File: config.mk
export PLATFORM = sky130hd
export DESIGN_NAME = uart_rx_disp
export DESIGN_NICKNAME = d
export VERILOG_FILES = /design/src/rtl/uart_pkg.sv /design/src/rtl/rx_sync_edge.sv /design/src/rtl/uart_rx_disp.sv
export SDC_FILE = /design/constraint.sdc
export NUM_CORES = 1
export LEC_CHECK = 0
export ABC_AREA = 0
export CORE_AREA = 2 2 97 99
export CTS_CLUSTER_DIAMETER = 50
export CTS_CLUSTER_SIZE = 25
export DETAILED_ROUTE_END_ITERATION = 8
export DIE_AREA = 0 0 99 101
export HOLD_SLACK_MARGIN = 0.05
export PLACE_DENSITY = 0.51
export SKIP_LAST_GASP = 1
export SYNTH_ARGS = -nofsm -noshare
export SYNTH_HDL_FRONTEND = slang
export SYNTH_SLANG_ARGS = --single-unit
File: constraint.sdc
create_clock -name clk -period 3 [get_ports clk]
set_input_delay 0.3 -clock clk [delete_from_list [all_inputs] [get_ports clk]]
set_output_delay 0.3 -clock clk [all_outputs]
set_load 0.02 [all_outputs]
File: src/rtl/uart_pkg.sv
// Shared definitions for the UART receiver / display front end.
package uart_pkg;

   typedef enum logic [1:0] {
      IDLE  = 2'd0,
      START = 2'd1,
      DATA  = 2'd2,
      STOP  = 2'd3
   } uart_state_t;

   localparam int unsigned DATA_BITS        = 8;
   localparam int unsigned CLKS_PER_BIT_DEF = 10416;

endpackage

File: src/rtl/rx_sync_edge.sv
// Two-flop synchronizer for the raw RX pin plus falling-edge detection.
module rx_sync_edge (
   input  logic clk,
   input  logic rst,
   input  logic rx,
   output logic rx_s,
   output logic rx_fall
);

   logic rx_meta;
   logic rx_prev;

   // All flops reset high so an idle line never looks like a start edge.
   always_ff @(posedge clk or negedge rst) begin
      if (!rst) begin
         rx_meta <= 1'b1;
         rx_s    <= 1'b1;
         rx_prev <= 1'b1;
      end else begin
         rx_meta <= rx;
         rx_s    <= rx_meta;
         rx_prev <= rx_s;
      end
   end

   assign rx_fall = rx_prev & ~rx_s;

endmodule

File: src/rtl/uart_rx_disp.sv
// UART 8N1 receiver that shifts each good byte into a 16-bit display word.
module uart_rx_disp
   import uart_pkg::*;
#(
   parameter int unsigned CLKS_PER_BIT = CLKS_PER_BIT_DEF,
   parameter logic [15:0] DISP_RST     = 16'hFFFF
) (
   input  logic        clk,
   input  logic        rst,
   input  logic        rx,
   output logic [7:0]  rx_byte,
   output logic        rx_valid,
   output logic        frame_err,
   output logic        busy,
   output logic [15:0] disp_data
);

   localparam int unsigned CNT_W = (CLKS_PER_BIT > 2) ? $clog2(CLKS_PER_BIT) : 1;
   localparam logic [CNT_W-1:0] BIT_LAST  = CNT_W'(CLKS_PER_BIT - 1);
   localparam logic [CNT_W-1:0] HALF_LAST = CNT_W'(CLKS_PER_BIT / 2 - 1);
   localparam logic [2:0]       IDX_LAST  = 3'(DATA_BITS - 1);

   logic rx_s;
   logic rx_fall;

   rx_sync_edge u_sync (
      .clk     (clk),
      .rst     (rst),
      .rx      (rx),
      .rx_s    (rx_s),
      .rx_fall (rx_fall)
   );

   uart_state_t          state, state_nxt;
   logic [CNT_W-1:0]     cnt, cnt_nxt;
   logic [2:0]           bit_idx, bit_idx_nxt;
   logic [DATA_BITS-1:0] shreg, shreg_nxt;
   logic [7:0]           rx_byte_nxt;
   logic [15:0]          disp_nxt;
   logic                 valid_nxt, ferr_nxt, busy_nxt;

   always_ff @(posedge clk or negedge rst) begin
      if (!rst) begin
         state     <= IDLE;
         cnt       <= '0;
         bit_idx   <= '0;
         shreg     <= '0;
         rx_byte   <= '0;
         rx_valid  <= 1'b0;
         frame_err <= 1'b0;
         busy      <= 1'b0;
         disp_data <= DISP_RST;
      end else begin
         state     <= state_nxt;
         cnt       <= cnt_nxt;
         bit_idx   <= bit_idx_nxt;
         shreg     <= shreg_nxt;
         rx_byte   <= rx_byte_nxt;
         rx_valid  <= valid_nxt;
         frame_err <= ferr_nxt;
         busy      <= busy_nxt;
         disp_data <= disp_nxt;
      end
   end

   always_comb begin
      state_nxt   = state;
      cnt_nxt     = cnt;
      bit_idx_nxt = bit_idx;
      shreg_nxt   = shreg;
      rx_byte_nxt = rx_byte;
      disp_nxt    = disp_data;
      valid_nxt   = 1'b0;
      ferr_nxt    = 1'b0;

      case (state)
         IDLE: begin
            cnt_nxt = '0;
            if (rx_fall) state_nxt = START;
         end
         START: begin
            // Half-bit wait puts every later sample near the bit centre.
            if (cnt == HALF_LAST) begin
               cnt_nxt = '0;
               if (rx_s) begin
                  state_nxt = IDLE;
               end else begin
                  state_nxt   = DATA;
                  bit_idx_nxt = '0;
               end
            end else begin
               cnt_nxt = cnt + CNT_W'(1);
            end
         end
         DATA: begin
            if (cnt == BIT_LAST) begin
               cnt_nxt            = '0;
               shreg_nxt[bit_idx] = rx_s;
               if (bit_idx == IDX_LAST) state_nxt   = STOP;
               else                     bit_idx_nxt = bit_idx + 3'd1;
            end else begin
               cnt_nxt = cnt + CNT_W'(1);
            end
         end
         STOP: begin
            if (cnt == BIT_LAST) begin
               cnt_nxt   = '0;
               state_nxt = IDLE;
               if (rx_s) begin
                  valid_nxt   = 1'b1;
                  rx_byte_nxt = shreg;
                  disp_nxt    = {disp_data[7:0], shreg};
               end else begin
                  ferr_nxt = 1'b1;
               end
            end else begin
               cnt_nxt = cnt + CNT_W'(1);
            end
         end
         default: state_nxt = IDLE;
      endcase

      busy_nxt = (state_nxt != IDLE);
   end

endmodule

==> results_dict.tcl <==
set metrics [dict create \
    outcome "finished, final reports clean" \
    rsz0062_at_grt "false" \
    num_vias 1611 \
    critPathMaxStageDelay_ns 0.59 \
    drc 0 \
    area_delta_synth_final_pct 23.19 \
    synthAdderAreaFrac 0.01468 \
    syn-cell-area_um2 2557 \
    worst-endpoint-required_ns 3.22 \
    syn-num-nets 200 \
    hold_violations 0 \
    htree_levels 3 \
    grt_overflow_total 0 \
    grt.met3_usage 0.03675 \
    crit_buf_inv 1 \
    antenna_found_initial 0 \
    power.leakage_nw 1.307 \
    intPower_mw 1.286 \
    finalMaxSlewViolations 0 \
    placed_cell_area_um2 2947 \
    clock-sinks 57 \
    worst_skew_pair.late_latency_ns 0.34 \
    drive_gt1_frac 0.3348 \
    path_class "reg -> reg" \
    cts_tree "yes" \
    fin_worst_skew_ns 0.008481 \
    slew_headroom 0.5216 \
    synth_mux_area_frac 0.1673 \
    worstPathArrival_ns 2.75 \
    min_period_over_period 0.8437 \
    synth_common_cells "38 x dfrtp_1, 24 x mux2_2, 19 x dfstp_2" \
    synthArstFlopShare 1.000 \
    dr.first_iter.drc_count 32 \
    cts_made_buffers 9 \
    first_global_vias 1625 \
    avgSynthCellArea_um2 13.18 \
    crit_path_top_delay_cell "or4_4" \
    crit_chain "or4b_1 > or4_4 > nor3_4 > buf_12 > mux2_2" \
    die_area_um2 9999 \
    setup-violations-final 0 \
    seq_area_frac_synth 0.5670 \
    grt.busiest_layer "met2" \
    drt-total-wl_um 4507 \
    start_kind "register" \
    r2r_slack_ns 0.47 \
    whs_ns 0.09954 \
    fin_util 0.3509 \
    synth_cells 194 \
    synth_top_family_by_area "multiplexers" \
    synth_largest_area_cell "dfrtp_1" \
    track_usage 0.1009 \
    post_drt_wl_per_cell_um 13.10 \
    grt_max_degree 58 \
    synth_xor_area_frac 0.04110 \
    min_period_ns 2.531 \
    switching_share 0.2681 \
    final_area_um2 3151 \
    start_util 0.2849 \
    crit_fanout 25 \
    synth.most_common_cell "dfrtp_1" \
    cts_root_buffer "clkbuf_8" \
    synth_edf_count 0 \
    cp_top_family "simple AND/OR/NAND/NOR gates" \
    core_area_um2 8977 \
    grt_pass1_wl_um 7983 \
    synth_area_leaders "dfrtp_1 37%, dfstp_2 20%, mux2_2 11%" \
    dieHeight_um 101 \
    p_seq_frac 0.512 \
    avgViaCountPerCell 4.683 \
    core.rowCount 35 \
    p_comb_frac 0.073 \
    io_buffers 29 \
    nets 234 \
    ys_ff_latch 57 \
    worst_pin_slew_ns 0.7176 \
    clk_path_buf_depth 2 \
    end_kind "register" \
    hold_class "in -> async" \
    ctsResizeCount 0 \
    max_freq_ghz 0.3951 \
    p_switching_mw 0.4712 \
    yosys_warnings 0 \
    use_met2 0.1507 \
    antennaDiodeCount 0 \
    ant_nets 0 \
    synth_flop_cell "dfrtp_1" \
    p_per_area_nw_per_um2 557.9 \
    place_inst 328 \
    place_congestion 0.7262 \
    synth.distinct_cells 38 \
    p_clk_frac 0.415 \
    synth_compound_area_frac 0.02397 \
    clkTransAtPathRegs_ns 0.07 \
    io_pins 30 \
    fin_setup_tns_ns 0 \
    gr-usage-met1 0.1329 \
    instances_no_fill 344 \
    cts_setup_buffers 0 \
    dieWidth_um 99 \
    cts_hold_buffers 0 \
    yosys.area.top_type_share 0.3718 \
    max-cap-violations 0 \
    yosys.area_share.simple 0.1497 \
    firstDrtPassIters 4 \
    dp_hpwl_um 2961 \
    ir_worst_vdd_uv 341.4 \
]
## power by group through the flow
stage	logic, mW	registers [mW]	clock network [mW]
after floorplan	0.137	0.871	0
after global placement	0.129	0.911	0
after detailed placement	0.131	0.914	0
after CTS	0.132	0.901	0.757
after global routing	0.148	0.911	0.793
final	0.128	0.899	0.730
## placed cells by master, fill, tap and decap left out, types with 2 or more instances in the layout
master,Yosys,routed
nand3_1,8,8
nand2_1,7,7
buf_4,0,3
xnor2_1,7,7
mux2_2,24,24
dfstp_2,19,19
mux2_4,9,9
ha_1,3,3
xor2_1,5,5
nor2_1,14,14
nor2b_1,4,4
nor3_1,7,7
clkinvlp_4,0,3
nand4_1,5,5
inv_1,4,4
and3_1,4,4
nor4b_1,2,2
a22o_1,2,2
nor4_1,3,3
o21ai_0,3,3
dfrtp_1,38,38
clkdlybuf4s50_1,0,28
clkbuf_8,0,10
## layer usage
layer	vias to the layer above	wire, µm	share of wire
li1	754	-	-
met1	818	2156	0.48
met2	33	2043	0.45
met3	6	249	0.055
met4	0	57	0.013
met5	-	0	0
## cell type report
type	instances	area [µm²]
clock buffer	10	137.6
tap	111	138.9
timing repair buffer	33	327.8
fill	898	5827
sequential	57	1450
inverter	4	15.01
clock inverter	6	66.31
multi-input combinational	123	1015
## registers in the layout, summed over array words and instances, names as in the netlist
signal / flops
shreg: 8
cnt: 14
disp_data: 16
rx_valid: 1
busy: 1
frame_err: 1
u_sync.rx_s: 1
state: 2
u_sync.rx_meta: 1
u_sync.rx_prev: 1
bit_idx: 3
rx_byte: 8
## per-stage QoR
step / total power, mW / setup slack [ns]
5_1_grt: 1.851 / 0.3515
3_5_place_dp: 1.045 / 0.4708
4_1_cts: 1.790 / 0.4567
3_3_place_gp: 1.040 / 0.5027
2_1_floorplan: 1.007 / 0.5229
6_report: 1.758 / 0.4690
## kinds of logic after synthesis
kind of cell / count (synthesis)
adder cells (fa/ha/maj): 3
buffers and inverters: 14
AND/OR/NAND/NOR: 66
multiplexers: 34
AO/OA/AOI/OAI: 8
flip-flops: 57
XOR/XNOR: 12
## worst register-to-register path: stages (launching register included)
cell,delay [ns]
dfrtp_1,0.46
or4b_1,0.57
or4_4,0.59
nor3_4,0.23
buf_12,0.21
mux2_2,0.36
## worst paths after layout
check | start | end | cells after the start
max | cnt[4] | rx_byte[1] | 5
min | rst | shreg[7] | 2
max reg2reg | cnt[4] | rx_byte[1] | 5
min reg2reg | u_sync.rx_meta | u_sync.rx_s | 0
max in group asynchronous | rst | shreg[1] | 2
min in group clk | u_sync.rx_meta | u_sync.rx_s | 0
Note: power is estimated with default switching activity, not from simulation.
